File: config.mk
export PLATFORM = sky130hd
export DESIGN_NAME = vram_writer
export DESIGN_NICKNAME = d
export VERILOG_FILES = /design/src/rtl/vram_writer.sv
export SDC_FILE = /design/constraint.sdc
export NUM_CORES = 1
export LEC_CHECK = 0
export BUFFER_PORTS_ARGS = -buffer_cell sky130_fd_sc_hd__buf_2
export CAP_MARGIN = 25
export CORE_ASPECT_RATIO = 1.5
export CORE_MARGIN = 5
export CORE_UTILIZATION = 53
export CTS_CLUSTER_DIAMETER = 120
export DETAILED_ROUTE_END_ITERATION = 10
export GPL_ROUTABILITY_DRIVEN = 1
export GPL_TIMING_DRIVEN = 0
export HOLD_SLACK_MARGIN = 0.05
export PLACE_DENSITY = 0.76
export SYNTH_ARGS = -nofsm -noshare
export SYNTH_HDL_FRONTEND = slang
export SYNTH_SLANG_ARGS = --single-unit
File: constraint.sdc
create_clock -name clk -period 2.6 [get_ports clk]
set_input_delay 0.13 -clock clk [delete_from_list [all_inputs] [get_ports clk]]
set_output_delay 0.13 -clock clk [all_outputs]
set_load 0.02 [all_outputs]
File: src/rtl/vram_writer.sv
// vram_writer: host-side write port into the shared 256Kx16 video SRAM.
//
// Host writes (address + data + byte enables) are buffered in a small FIFO.
// Each entry becomes a three-phase SRAM write (SETUP / STROBE / HOLD). A
// cycle starts only in a slot the arbiter grants, so tile-map and pattern
// updates never disturb scan-line fetches.
//
// Ports:
//   clk, reset          system clock, synchronous active-high reset
//   set_addr, addr_in   load the host address counter
//   wr_valid, wr_data,  host write offer: 16-bit word, byte enables
//   wr_be               ([0] = low byte, [1] = high byte)
//   wr_ready            FIFO can accept a word
//   pending             FIFO entries plus the in-flight write
//   bus_req             work is waiting or in progress
//   bus_grant           arbiter lets this block start an SRAM cycle
//   bus_busy            block owns the SRAM; the arbiter must hold the bus
//   ram_*               SRAM address, write data, active-high controls
module vram_writer #(
  parameter int FIFO_DEPTH = 4,
  parameter int ADDR_STEP  = 1
) (
  input  logic        clk,
  input  logic        reset,
  input  logic        set_addr,
  input  logic [17:0] addr_in,
  input  logic        wr_valid,
  input  logic [15:0] wr_data,
  input  logic [1:0]  wr_be,
  output logic        wr_ready,
  output logic [2:0]  pending,
  output logic        bus_req,
  input  logic        bus_grant,
  output logic        bus_busy,
  output logic [17:0] ram_addr,
  output logic [15:0] ram_dout,
  output logic        ram_ce,
  output logic        ram_oe,
  output logic        ram_we,
  output logic        ram_lb,
  output logic        ram_hb
);

  localparam int PTR_W = $clog2(FIFO_DEPTH);
  localparam int CNT_W = $clog2(FIFO_DEPTH + 1);
  localparam logic [17:0] STEP = 18'(ADDR_STEP);

  typedef enum logic [1:0] {S_IDLE, S_SETUP, S_STROBE, S_HOLD} state_t;

  typedef struct packed {
    logic [17:0] addr;
    logic [15:0] data;
    logic [1:0]  be;
  } entry_t;

  state_t state_q, next_state;

  entry_t             mem [FIFO_DEPTH];
  logic [PTR_W-1:0]   wr_ptr, rd_ptr;
  logic [CNT_W-1:0]   count;
  logic [17:0]        haddr;
  logic [17:0]        entry_addr;
  logic               full, empty, push, pop;
  logic               ce_d, we_d;
  entry_t             head;

  assign full  = (count == CNT_W'(FIFO_DEPTH));
  assign empty = (count == '0);
  // Held low during reset so the host never sees a slot that is about to vanish.
  assign wr_ready = ~full & ~reset;
  assign push     = wr_valid & wr_ready;
  // Grant is only consulted in IDLE; a started cycle always runs to HOLD.
  assign pop      = (state_q == S_IDLE) & ~empty & bus_grant;
  assign head     = mem[rd_ptr];

  // A set_addr in the same cycle as a push redirects that very entry.
  assign entry_addr = set_addr ? addr_in : haddr;

  // ---------------------------------------------------------------- host addr
  // NOTE: sequential state uses non-blocking assignments so every flop
  // samples pre-edge values regardless of statement order.
  always_ff @(posedge clk) begin
    if (reset) begin
      haddr <= '0;
    end else if (push) begin
      haddr <= entry_addr + STEP;
    end else if (set_addr) begin
      haddr <= addr_in;
    end
  end

  // --------------------------------------------------------------------- FIFO
  // NOTE: the storage array has no reset; count and pointers alone decide
  // which slots hold valid data, which keeps the array as plain RAM.
  always_ff @(posedge clk) begin
    if (push) begin
      mem[wr_ptr] <= '{addr: entry_addr, data: wr_data, be: wr_be};
    end
  end

  always_ff @(posedge clk) begin
    if (reset) begin
      wr_ptr <= '0;
      rd_ptr <= '0;
      count  <= '0;
    end else begin
      if (push) wr_ptr <= wr_ptr + PTR_W'(1);
      if (pop)  rd_ptr <= rd_ptr + PTR_W'(1);
      case ({push, pop})
        2'b10:   count <= count + CNT_W'(1);
        2'b01:   count <= count - CNT_W'(1);
        default: count <= count;
      endcase
    end
  end

  // ---------------------------------------------------------------- write FSM
  always_ff @(posedge clk) begin
    if (reset) state_q <= S_IDLE;
    else       state_q <= next_state;
  end

  // NOTE: every always_comb output gets a default first so no path can
  // leave it unassigned and infer a latch.
  always_comb begin
    next_state = state_q;
    case (state_q)
      S_IDLE:   if (pop) next_state = S_SETUP;
      S_SETUP:  next_state = S_STROBE;
      S_STROBE: next_state = S_HOLD;
      S_HOLD:   next_state = S_IDLE;
      default:  next_state = S_IDLE;
    endcase
  end

  // Controls are decoded from the upcoming state and then registered, so the
  // SRAM pins come straight from flops.
  always_comb begin
    ce_d = 1'b0;
    we_d = 1'b0;
    case (next_state)
      S_SETUP, S_HOLD: ce_d = 1'b1;
      S_STROBE: begin
        ce_d = 1'b1;
        we_d = 1'b1;
      end
      default: ;
    endcase
  end

  always_ff @(posedge clk) begin
    if (reset) begin
      ram_ce   <= 1'b0;
      ram_we   <= 1'b0;
      bus_busy <= 1'b0;
      ram_addr <= '0;
      ram_dout <= '0;
      ram_lb   <= 1'b0;
      ram_hb   <= 1'b0;
    end else begin
      ram_ce   <= ce_d;
      ram_we   <= we_d;
      bus_busy <= ce_d;
      if (pop) begin
        ram_addr <= head.addr;
        ram_dout <= head.data;
        ram_lb   <= head.be[0];
        ram_hb   <= head.be[1];
      end else if (next_state == S_IDLE) begin
        // Address and data may linger; lane enables must not.
        ram_lb <= 1'b0;
        ram_hb <= 1'b0;
      end
    end
  end

  // The block only writes.
  assign ram_oe = 1'b0;

  assign bus_req = ~empty | (state_q != S_IDLE);
  assign pending = 3'(count) + 3'(state_q != S_IDLE);

endmodule
======== Yosys cells after proc, flatten, opt, wreduce, memory -nomap -nowiden ========
Memories as Yosys holds them, arrays and structs flattened. A register that Yosys moved wholly into a read port is not among the register bits.
Index checks and enable logic that the tools add are counted.
storage, ports and cells
  flip-flop bits (word level) ............. 65
  memory bits (writable) .................. 144
  input bits .............................. 41
  output and inout port bits .............. 45
  word-level logic and storage cells ...... 56
  memories ................................ 1
memory list
  name  depth  bits a word  read ports  clocked after Yosys merged registers in  wr ports  line  text
  mem   4      36           1           1                                        1         58    entry_t mem [FIFO_DEPTH];
operators by class
  add/subtract/negate cells ............... 6
  equality and inequality tests ........... 9
  mux-type cells .......................... 14
  bitwise operators ....................... 8
  reductions and logical operators ........ 7
operators by type and width
  kind                     count
  $mux W18                 2
  $add A18 B1 Y18 const B  1
  $eq A2 B2 Y1 const B     5
  $pmux W2 S4              1
  $mux W1                  7
  $eq A2 B1 Y1 const B     3
  $mux W2                  3
  $pmux W3 S2              1
  $reduce_bool A2 Y1       3
  $add A2 B1 Y2 const B    2
  $and A1 B1 Y1            4
  $logic_not A2 Y1         2
  $add A3 B1 Y3            1
  $add A3 B1 Y3 const B    1
  $eq A3 B3 Y1 const B     1
  $logic_not A3 Y1         1
  $not A1 Y1               3
  $reduce_or A3 Y1         1
  $sub A3 B1 Y3 const B    1
  $or A1 B1 Y1             1

======== Depth between registers and ports, before layout ========
Gate-level depths: netlist of the first run.
  depth in word-level cells ............... 9
  gate-level depth with buffers ........... 11
  depth with buffers taken out ............ 10

======== Worst setup path before layout of the first run ========
No wires, ideal clock.
  path kind ............................... reg2reg
  from .................................... register state_q[0]
  to ...................................... register count[2]
  setup time .............................. 70 ps
  data arrival time ....................... 2,475 ps
  data required time ...................... 2,530 ps
  slack ................................... 55 ps
  cell stages (with the launch flop) ...... 12
  buffers on the path ..................... 1
  period minus slack after synthesis ...... 2,545 ps
  cell sequence ........................... dfxtp_1 > inv_1 > ha_1 > nand3_1 > inv_2 > buf_1 > ha_1 > inv_1 > fa_1 > xor2_1 > or3_1 > a21oi_1
on the way
  longest elaborated chain between the ends .. 5
  elaborated cells between the ends (all ways) .. 7
  classes of those cells .................. eq/ne (2); mux (1); bitwise (2); reduce/logical (2)
ends and longest elaborated chain
  item                                               line  text
  start: declaration                                 56    state_t state_q, next_state;
  start signal: assignment                           120   else state_q <= next_state;
  $logic_not A2 Y1 *                                 73    assign pop = (state_q == S_IDLE) & ~empty & bus_grant;
  $and A1 B1 Y1 * (2 in a row)                       73
  via pop                                            63    logic full, empty, push, pop;
  $eq A2 B1 Y1 or $eq A2 B2 Y1 (tied branches)       109   case ({push, pop})
  $pmux W3 S2 or $reduce_bool A2 Y1 (tied branches)  -
  end signal: assignment                             110   2'b10: count <= count + CNT_W'(1);
  end signal: assignment                             111   2'b01: count <= count - CNT_W'(1);
  end signal: assignment                             112   default: count <= count;
  end: declaration                                   60    logic [CNT_W-1:0] count;
The timed path passes the listed nets; every way through them passes the cells marked *.
A chain may end at the register's enable or synchronous reset.

======== Final worst setup path of the first run ========
  from .................................... register state_q[0]
  to ...................................... register count[2]
on the way
  longest elaborated chain between the ends .. 5
  elaborated cells between the ends (all ways) .. 7
  classes of those cells .................. eq/ne (2); mux (1); bitwise (2); reduce/logical (2)
ends and longest elaborated chain
  item                                               line
  $logic_not A2 Y1 *                                 73
  $and A1 B1 Y1 * (2 in a row)                       73
  $eq A2 B1 Y1 or $eq A2 B2 Y1 (tied branches)       109
  $pmux W3 S2 or $reduce_bool A2 Y1 (tied branches)  -
Mark *: on every way between the ends. The rest lies on a longest branch, timed or not.

==> impl_metrics.json, run 1 <==
{
  "status": "finished clean",
  "clock_sinks": 211,
  "synth_mux_area_share_pct": 12.5,
  "cp-end-kind": "register",
  "combPwrFrac_pct": 23.6,
  "place.gp.congestion": 0.811,
  "clock_path_buffers": 3,
  "relSlewSlack_pct": 53.9,
  "path_max_fanout": 19,
  "hold_slack_ps": 69.2,
  "n_fill_cell": 1110,
  "detail-route-antenna-nets": 0,
  "hpwl_um": 11700,
  "min-delay-start": "addr_in[5]",
  "cp-startpoint": "state_q[0]$_SDFF_PP0_",
  "synth_top_area_cell": "edfxtp_1",
  "grt_setup_unrepaired": "no",
  "intPower_mw": 6.27,
  "final_core_util_pct": 63.9,
  "vias": 4888,
  "yosys_register_bits": 211,
  "viasPerCell": 5.49,
  "synth_top_family_by_area": "multiplexers",
  "antenna_cells": 0,
  "total_power_mw": 8.81,
  "yosysMostFrequentCell": "edfxtp_1",
  "cp.required_ps": 3010,
  "h-tree-depth": 1,
  "syn_to_final_growth_pct": 19.5,
  "synth.area.top_cells": "edfxtp_1 (52%), dfxtp_1 (16%), mux4_2 (9.8%), nand2_1 (3.6%), a21oi_1 (2.5%)",
  "synth_top_flop_cell": "edfxtp_1",
  "yosys.area_share.xor_xnor_pct": 1.48,
  "synth.top_cell.area_share_pct": 52.3,
  "first_pass_iters": 4,
  "cts_tree": "done",
  "p_clk_share_pct": 30.3,
  "cts_made_buffers": 20,
  "fin_worst_skew_ps": 6.23,
  "ys_seq_area_share_pct": 68.5,
  "die_w_um": 112,
  "power_density_mw_per_mm2": 891,
  "die_height_um": 163,
  "synth_simple_gate_area_share_pct": 8.68,
  "grt.total_usage_pct": 19.3,
  "drt_iter0_drc": 236,
  "hold_viol_final": 0,
  "synth.distinct_cells": 54,
  "start_kind": "register",
  "clock_latency_ps": 490,
  "rows": 56,
  "synth_compound_area_share_pct": 4.26,
  "drv_cap": 0,
  "portBuffers": 84,
  "max_freq_ghz": 0.408,
  "core_mm2": 0.0155,
  "netlist_area_mm2": 0.00827,
  "worstPathArrival_ps": 2860,
  "syn_nets": 598,
  "swShare_pct": 28.9,
  "clk_pin_slew_worst_paths_ps": 60,
  "fin_crit_ps": 2450,
  "io_pins": 86,
  "syn-mean-instance-area_um2": 15.2,
  "slew_viol_final": 0,
  "p_leak_nw": 3.58,
  "grt_pass1_wl_um": 27600,
  "hold_path.class": "in2reg",
  "yosys.area_share.adder_pct": 1.91,
  "worst_pin_slew_ps": 692,
  "crit_type": "reg2reg",
  "drcViolationCount": 0,
  "overflow": 0,
  "finalSetupViolations": 0,
  "root_buffer": "clkbuf_16",
  "tns_ps": 0,
  "r2r_start": "state_q[0]$_SDFF_PP0_",
  "finalNonFillerCells": 891,
  "dp.cells": 836,
  "grt_pass1_vias": 5307,
  "grt_max_degree": 23,
  "power.switching_mw": 2.54,
  "nets": 727,
  "grt_antenna_before_repair": 0,
  "wirelength_um": 17000,
  "period_share_pct": 94.2,
  "synth_common_cells": "edfxtp_1 (144), nand2_1 (79), dfxtp_1 (67)",
  "ir_worst_vdd_uv": 480,
  "wire_per_inst_um": 19.1,
  "synthArstFlopShare_pct": 0,
  "die_area_mm2": 0.0183,
  "start_util_pct": 53.4,
  "netlist_instances": 545,
  "drive_above_1_share_pct": 28.9,
  "p_seq_share_pct": 46.2,
  "synth_edf_count": 144,
  "ys_warn_count": 0
}
[cells in the final DEF, fill, tap and decap left out, types with 4 or more instances in the layout]
cell type / count
a21oi_1: 42
and2_2: 4
buf_2: 88
clkbuf_1: 19
clkbuf_16: 21
clkinv_2: 5
dfxtp_1: 67
dlygate4sd3_1: 20
edfxtp_1: 144
ha_1: 11
inv_1: 17
mux2_2: 10
mux2i_1: 5
mux4_2: 36
nand2_1: 79
nand3_1: 9
nor2_1: 23
nor3_1: 4
xnor2_1: 4
xor2_1: 10
[per-stage QoR]
step                worst slack, ps  instance area (µm²)
floorplan                      54.9                 8270
global placement               -634                 8950
detailed placement             -727                 9060
CTS                            8.78                 9880
global route                   15.1                 9890
finish                          150                 9890
[path summary, 6_finish.rpt]
path              slack (ps)                       end  depth (start not counted)
setup / recovery         150     count[2]$_SDFFE_PP0P_                         10
hold / removal            70      mem[1][23]$_DFFE_PP_                          2
setup reg to reg         150     count[2]$_SDFFE_PP0P_                         10
hold reg to reg          450  ram_dout[3]$_SDFFE_PP0P_                          2
[metal layers]
layer	track usage, %	wire length [µm]
met5	0	0
met4	7.82	536
met3	3.41	882
met2	36.6	9500
met1	21.1	6100
[power by group through the flow]
stage	Combinational, mW	Clock (mW)	Sequential (mW)
after CTS	2.10	2.72	4.07
after global placement	1.96	0	4.12
final	2.08	2.67	4.07
after global routing	2.28	2.88	4.10
after detailed placement	2.05	0	4.13
after floorplan	1.29	0	4.27
[timing repair]
item | in CTS | in global routing
resized for setup | 4 | 2
hold buffers | 20 | 0
setup buffers | 1 | 0
setup endpoints to repair | 3 | 1
endpoints found under the hold margin | 75 | 0
[worst max-delay path: stages (launching register included)]
cell and delay [ps]:
dfxtp_1 340, inv_1 90, ha_1 270, nand3_4 210
inv_6 220, ha_1 220, inv_1 70, fa_1 370
xor2_1 160, or3_1 300, a21oi_1 130
[cell families (layout without fill, tap and decap cells)]
family | count (synthesis) | count (layout)
adders and majority gates | 12 | 12
xor gates and xnor gates | 14 | 14
AOI/OAI and AO/OA | 58 | 58
buffers and inverters | 46 | 189
and+or+nand+nor | 148 | 148
other | 1 | 1
muxes | 55 | 55
DFF | 211 | 211
[registers in the layout, indices dropped and copies added (netlist names), named ones only]
signal,flops
ram_hb,1
count,3
ram_addr,18
haddr,18
ram_we,1
state_q,2
rd_ptr,2
ram_dout,16
mem,144
ram_ce,1
wr_ptr,2
ram_lb,1
[cell type report]
class | count | area, µm² | area share (%)
clock buffer | 26 | 544 | 5.50
buffer | 26 | 141 | 1.43
timing repair buffer | 109 | 731 | 7.39
clock inverter | 10 | 63.8 | 0.645
sequential | 211 | 5670 | 57.3
multi-input combinational | 288 | 2420 | 24.5
inverter | 18 | 72.6 | 0.734
tap | 203 | 254 | 2.57
No activity file was read; power rests on OpenSTA's default activity.
==> inputs of run 2 (changes only) <==
--- a/config.mk
+++ b/config.mk
@@ -9,13 +9,14 @@
 export CAP_MARGIN = 25
 export CORE_ASPECT_RATIO = 1.5
 export CORE_MARGIN = 5
-export CORE_UTILIZATION = 53
+export CORE_UTILIZATION = 55
+export CTS_BUF_LIST = sky130_fd_sc_hd__clkbuf_4
 export CTS_CLUSTER_DIAMETER = 120
 export DETAILED_ROUTE_END_ITERATION = 10
 export GPL_ROUTABILITY_DRIVEN = 1
 export GPL_TIMING_DRIVEN = 0
 export HOLD_SLACK_MARGIN = 0.05
-export PLACE_DENSITY = 0.76
+export PLACE_DENSITY = 0.78
 export SYNTH_ARGS = -nofsm -noshare
 export SYNTH_HDL_FRONTEND = slang
 export SYNTH_SLANG_ARGS = --single-unit
==> run 2 against run 1 <==
- clock skew is 16 ps higher
- sequential cell count stayed put
- utilization is 3.6 points higher
- setup slack worse by 2.2 ps
- die area is 3.4% lower
- power is 1.3% lower
- register-to-register slack hardly changed
- worst hold slack better by 32 ps
- first-iteration DRC count is 0.85% higher
- fmax hardly changed
- critical endpoint is now haddr[15]$_SDFF_PP0_
==> impl_metrics.json, run 2 (synthesized netlist as in run 1, its figures left out) <==
{
  "core_mm2": 0.0149,
  "top_register": "mem",
  "grt_antenna_before_repair": 1,
  "final_cell_mix": "edfxtp_1 (144), buf_2 (88), nand2_1 (79), clkbuf_4 (70), dfxtp_1 (65)",
  "max_freq_ghz": 0.408,
  "final_common_cell": "edfxtp_1",
  "seqCellArea_mm2": 0.00567,
  "hold_viol_final": 0,
  "viasPerCell": 5.28,
  "period_share_pct": 94.3,
  "max_stage_delay_ps": 560,
  "path_max_fanout": 7,
  "cts_made_buffers": 48,
  "overflow": 0,
  "final_core_util_pct": 67.5,
  "wirelength_um": 17000,
  "finalSetupViolations": 0,
  "drt_iter0_drc": 238,
  "grt_max_degree": 33,
  "fin_worst_skew_ps": 22.1,
  "start_util_pct": 55.4,
  "largestRegisters": "mem: 144 flops, haddr: 18 flops, ram_addr: 18 flops",
  "nets": 774,
  "die_area_mm2": 0.0176,
  "ir_worst_vdd_uv": 404,
  "rows": 55,
  "worst_pin_slew_ps": 762,
  "wire_per_inst_um": 17.7,
  "grt_setup_unrepaired": "no",
  "grt_pass1_vias": 5577,
  "hold_path.class": "in2reg",
  "slowest_stage": "dlygate4sd3_1",
  "root_buffer": "clkbuf_4",
  "syn_to_final_growth_pct": 21.7,
  "total_power_mw": 8.69,
  "place.gp.congestion": 0.806,
  "detail-route-antenna-nets": 0,
  "r2r_start": "count[2]$_SDFFE_PP0P_",
  "start_kind": "register",
  "relSlewSlack_pct": 49.0,
  "cts_tree": "done",
  "clock_latency_ps": 600,
  "largest_reg_flops": 144,
  "drcViolationCount": 0,
  "drv_cap": 0,
  "vias": 5056,
  "die_height_um": 160,
  "p_leak_nw": 3.74,
  "hold_depth": 5,
  "critPathBufInv": 2,
  "path_depth": 7,
  "clk_pin_slew_worst_paths_ps": 70,
  "crit_chain": "nor3b_4 > buf_4 > nor3_4 > nand4_2 > or4_1 > o21ai_1 > dlygate4sd3_1",
  "portBuffers": 84,
  "clock_path_buffers": 3,
  "min-delay-start": "wr_valid",
  "clock_sinks": 211,
  "hpwl_um": 11600,
  "cp-end-kind": "register",
  "io_pins": 86,
  "cp.required_ps": 3120,
  "cp-startpoint": "count[2]$_SDFFE_PP0P_",
  "drive_above_1_share_pct": 32.5,
  "fin_crit_ps": 2450,
  "r2r_cells": 7,
  "multiInputGateArea_mm2": 0.00242,
  "h-tree-depth": 2,
  "grt.total_usage_pct": 20.3,
  "power_density_mw_per_mm2": 863,
  "grt_pass1_wl_um": 27500,
  "slew_viol_final": 0,
  "worstPathArrival_ps": 2970,
  "path_delay_family": "simple AND/OR/NAND/NOR gates",
  "n_fill_cell": 1059,
  "die_w_um": 110,
  "status": "finished clean",
  "crit_type": "reg2reg",
  "first_pass_iters": 4
}
run 2: changes by cell type in the layout (fill, tap and decap cells not counted), moves of 2 or more:
cell           before  now
clkinv_1            2   11
clkinvlp_4          2    0
dfxtp_2             0    2
clkbuf_1           19   14
dfxtp_1            67   65
clkbuf_4            0   70
clkbuf_16          21    0
dlygate4sd3_1      20   39
buf_16              3    1
clkinv_2            5    3
buf_12              2    4
run 2: metrics by stage:
step / instance area, µm² / setup WS, ps / hold WS, ps / TNS [ps] / instances
floorplan: 8270 / 54.9 / 229 / 0 / 545
global placement: 8940 / -558 / 341 / -80080 / 828
detailed placement: 9040 / -646 / 348 / -1080 / 832
CTS: 10100 / 9.48 / 57.3 / 0 / 957
global route: 10100 / 1.27 / 91.2 / 0 / 957
finish: 10100 / 148 / 101 / 0 / 957
run 2: final cells by class:
class	instances	area share, %
Clock inverter	16	0.894
Tap cell	199	2.47
Clock buffer	70	5.22
Sequential cell	211	56.3
Inverter	18	0.745
Timing Repair Buffer	128	8.99
Multi-Input combinational cell	288	24.0
Buffer	26	1.40
Antenna cell	1	0.0248
run 2: worst paths after layout:
path | end | slack (ps)
setup / recovery | haddr[15]$_SDFF_PP0_ | 150
hold / removal | haddr[3]$_SDFF_PP0_ | 100
setup reg to reg | haddr[15]$_SDFF_PP0_ | 150
hold reg to reg | ram_dout[7]$_SDFFE_PP0P_ | 450
run 2: repair_timing:
action,4_1_cts,5_1_grt
pin swaps,0,1
setup buffers,1,0
setup endpoints to repair,3,2
hold buffers,39,0
endpoints found under the hold margin,157,0
resized for setup,4,5
run 2: worst register-to-register path, stage by stage, from the launching register on:
cell	delay (ps)
dfxtp_1	370
nor3b_4	200
buf_4	170
nor3_4	310
nand4_2	240
or4_1	440
o21ai_1	90
dlygate4sd3_1	560
run 2: power breakdown:
part / switching, mW / internal (mW) / leakage, nW
Clock: 1.19 / 1.34 / 0.369
Sequential: 0.158 / 3.91 / 1.86
Combinational: 1.21 / 0.879 / 1.50
run 2: metal layers:
metal  vias to the layer above  GRT usage [%]  part of all wire, %
met5                         -              0                    0
met4                         0           8.91                  2.9
met3                        36           3.56                  5.7
met2                       177           36.4                   55
met1                      2436           23.0                   36
li1                       2407              -                    -
==> inputs of run 3 (changes only) <==
==> config.mk (replaced) <==
export PLATFORM = sky130hd
export DESIGN_NAME = vram_writer
export DESIGN_NICKNAME = d
export VERILOG_FILES = /design/src/rtl/vram_writer.sv
export SDC_FILE = /design/constraint.sdc
export NUM_CORES = 1
export LEC_CHECK = 0
export CAP_MARGIN = 25
export CORE_ASPECT_RATIO = 1.5
export CORE_UTILIZATION = 59
export CTS_BUF_LIST = sky130_fd_sc_hd__clkbuf_4
export CTS_CLUSTER_DIAMETER = 120
export DETAILED_ROUTE_END_ITERATION = 10
export DONT_BUFFER_PORTS = 1
export GPL_ROUTABILITY_DRIVEN = 1
export GPL_TIMING_DRIVEN = 0
export HOLD_SLACK_MARGIN = 0.05
export MAX_ROUTING_LAYER = met4
export PLACE_DENSITY = 0.78
export SYNTH_ARGS = -nofsm -noshare
export SYNTH_HDL_FRONTEND = slang
export SYNTH_SLANG_ARGS = --single-unit
==> run 3 against run 2 <==
- cell count shrank 12%
- non-clock buffer count shrank 77
- design area decreased by 4.2%
- count of clock-buffer cells in the layout rose by 2
- setup slack lost 70 ps
- critical path type unchanged
- largest power group unchanged
==> impl_metrics.json, run 3 (synthesized netlist as in run 1, its figures left out) <==
{
  "die_height_um": 147,
  "place.gp.congestion": 0.884,
  "status": "finished clean",
  "drv_cap": 0,
  "p_seq_share_pct": 50.2,
  "dp.cells": 711,
  "first_pass_iters": 5,
  "top_register": "mem",
  "period_share_pct": 97.0,
  "viasPerCell": 5.83,
  "clock_sinks": 211,
  "cts_tree": "done",
  "multiInputGateArea_mm2": 0.00242,
  "worstPathArrival_ps": 3070,
  "root_buffer": "clkbuf_4",
  "overflow": 0,
  "rows": 52,
  "grt_busiest_layer": "met2",
  "hold_viol_final": 0,
  "portBuffers": 0,
  "intPower_mw": 5.94,
  "final_common_cell": "edfxtp_1",
  "max_stage_delay_ps": 590,
  "start_kind": "register",
  "grt_antenna_before_repair": 1,
  "combPwrFrac_pct": 20.6,
  "hold_path.class": "in2reg",
  "n_fill_cell": 919,
  "max_freq_ghz": 0.396,
  "r2r_cells": 7,
  "finalSetupViolations": 0,
  "grt.total_usage_pct": 25.1,
  "relSlewSlack_pct": 50.6,
  "power.switching_mw": 2.56,
  "largestRegisters": "mem: 144 flops, haddr: 18 flops, ram_addr: 18 flops",
  "hold_depth": 3,
  "clock_path_buffers": 3,
  "start_util_pct": 60.8,
  "hpwl_um": 10500,
  "grt_util_met3_pct": 5.33,
  "io_pins": 86,
  "dp_slack_ps": -781,
  "vias": 4909,
  "largest_reg_flops": 144,
  "die_area_mm2": 0.0145,
  "drive_above_1_share_pct": 24.3,
  "wire_per_inst_um": 19.9,
  "syn_to_final_growth_pct": 16.6,
  "setup_ws_ps": 77.6,
  "crit_type": "reg2reg",
  "grt_pass1_vias": 5194,
  "worst_pin_slew_ps": 741,
  "drt_iter0_drc": 230,
  "ir_worst_vdd_uv": 411,
  "grt_pass1_wl_um": 26400,
  "finalNonFillerCells": 842,
  "grt_setup_unrepaired": "no",
  "power_density_mw_per_mm2": 881,
  "swShare_pct": 30.1,
  "final_core_util_pct": 70.9,
  "die_w_um": 98.7,
  "slowest_stage": "dlygate4sd3_1",
  "clk_pin_slew_worst_paths_ps": 70,
  "core_mm2": 0.0136,
  "drcViolationCount": 0,
  "detail-route-antenna-nets": 0,
  "seqCellArea_mm2": 0.00567,
  "crit_chain": "nor3b_4 > buf_4 > nor3_4 > nand4_2 > or4_1 > dlygate4sd3_1 > o21ai_1",
  "grt_max_degree": 30,
  "use_met1_pct": 27.1,
  "cts_made_buffers": 48,
  "nets": 697,
  "clock_latency_ps": 620,
  "met2_usage_pct": 44.0,
  "cp.required_ps": 3150,
  "cp-end-kind": "register",
  "p_clk_share_pct": 29.2,
  "path_max_fanout": 7,
  "p_leak_nw": 3.35,
  "fin_crit_ps": 2520,
  "slew_viol_final": 0,
  "fin_worst_skew_ps": 33.4,
  "tns_ps": 0,
  "final_cell_mix": "edfxtp_1 (144), nand2_1 (79), clkbuf_4 (72), dfxtp_1 (67), dlygate4sd3_1 (44)",
  "wirelength_um": 16700,
  "h-tree-depth": 2
}
## run 3: cell count changes in the layout (fill, tap and decap cells not counted), moves of 2 or more
cell,change
dlygate4sd3_1,+5
dfxtp_2,-2
buf_2,-84
buf_4,+2
dfxtp_1,+2
clkbuf_4,+2
## run 3: critical path: cells and delay by family (launching register included)
kind,cells,cell delay (ps)
buffers and inverters,2,770
AND/OR/NAND/NOR,4,1150
AO/OA/AOI/OAI,1,80
flip-flops,1,460
## run 3: metrics by stage
stage / instance area, µm² / power [mW] / hold slack, ps
floorplan: 8270 / 5.56 / 229
finish: 9650 / 8.50 / 91.1
CTS: 9620 / 8.53 / 73.6
global route: 9650 / 8.92 / 98.2
global placement: 8480 / 5.88 / 229
detailed placement: 8560 / 5.97 / 229
## run 3: what timing repair did
item	4_1_cts	5_1_grt
gates resized for setup	5	5
hold buffers	44	0
buffers inserted	1	2
cloned	0	0
setup endpoints to repair	3	2
hold endpoints to repair	181	0
pin swaps	0	2
## run 3: power by group through the flow
stage               clock network, mW  registers [mW]  logic, mW
CTS                              2.53            4.27       1.74
finish                           2.48            4.26       1.75
global route                     2.70            4.29       1.92
detailed placement                  0            4.33       1.63
floorplan                           0            4.27       1.29
global placement                    0            4.32       1.57
## run 3: layer usage
layer  up-vias  part of all wire (%)
li1       2255                     -
met1      2447                    36
met2       159                    54
met3        48                   5.7
met4         0                   3.4
met5         -                     0
## run 3: area by class of cell
cell class / count / share of cell area [%]
flip-flops and latches: 211 / 58.7
multi-input cells: 288 / 25.1
repair buffers: 51 / 5.63
clock buffers: 72 / 5.60
well taps: 162 / 2.10
plain buffers: 26 / 1.48
inverters: 18 / 0.778
clock inverters: 13 / 0.545
diodes: 1 / 0.0259
## run 3: path summary, 6_finish.rpt
| path | startpoint | end | slack [ps] |
|---|---|---|---|
| worst max-delay path | count[0]$_SDFFE_PP0P_ | haddr[15]$_SDFF_PP0_ | 80 |
| worst min-delay path | set_addr | haddr[1]$_SDFF_PP0_ | 90 |
| worst max register to register | count[0]$_SDFFE_PP0P_ | haddr[15]$_SDFF_PP0_ | 80 |
| worst min register to register | rd_ptr[1]$_SDFFE_PP0P_ | register | 550 |
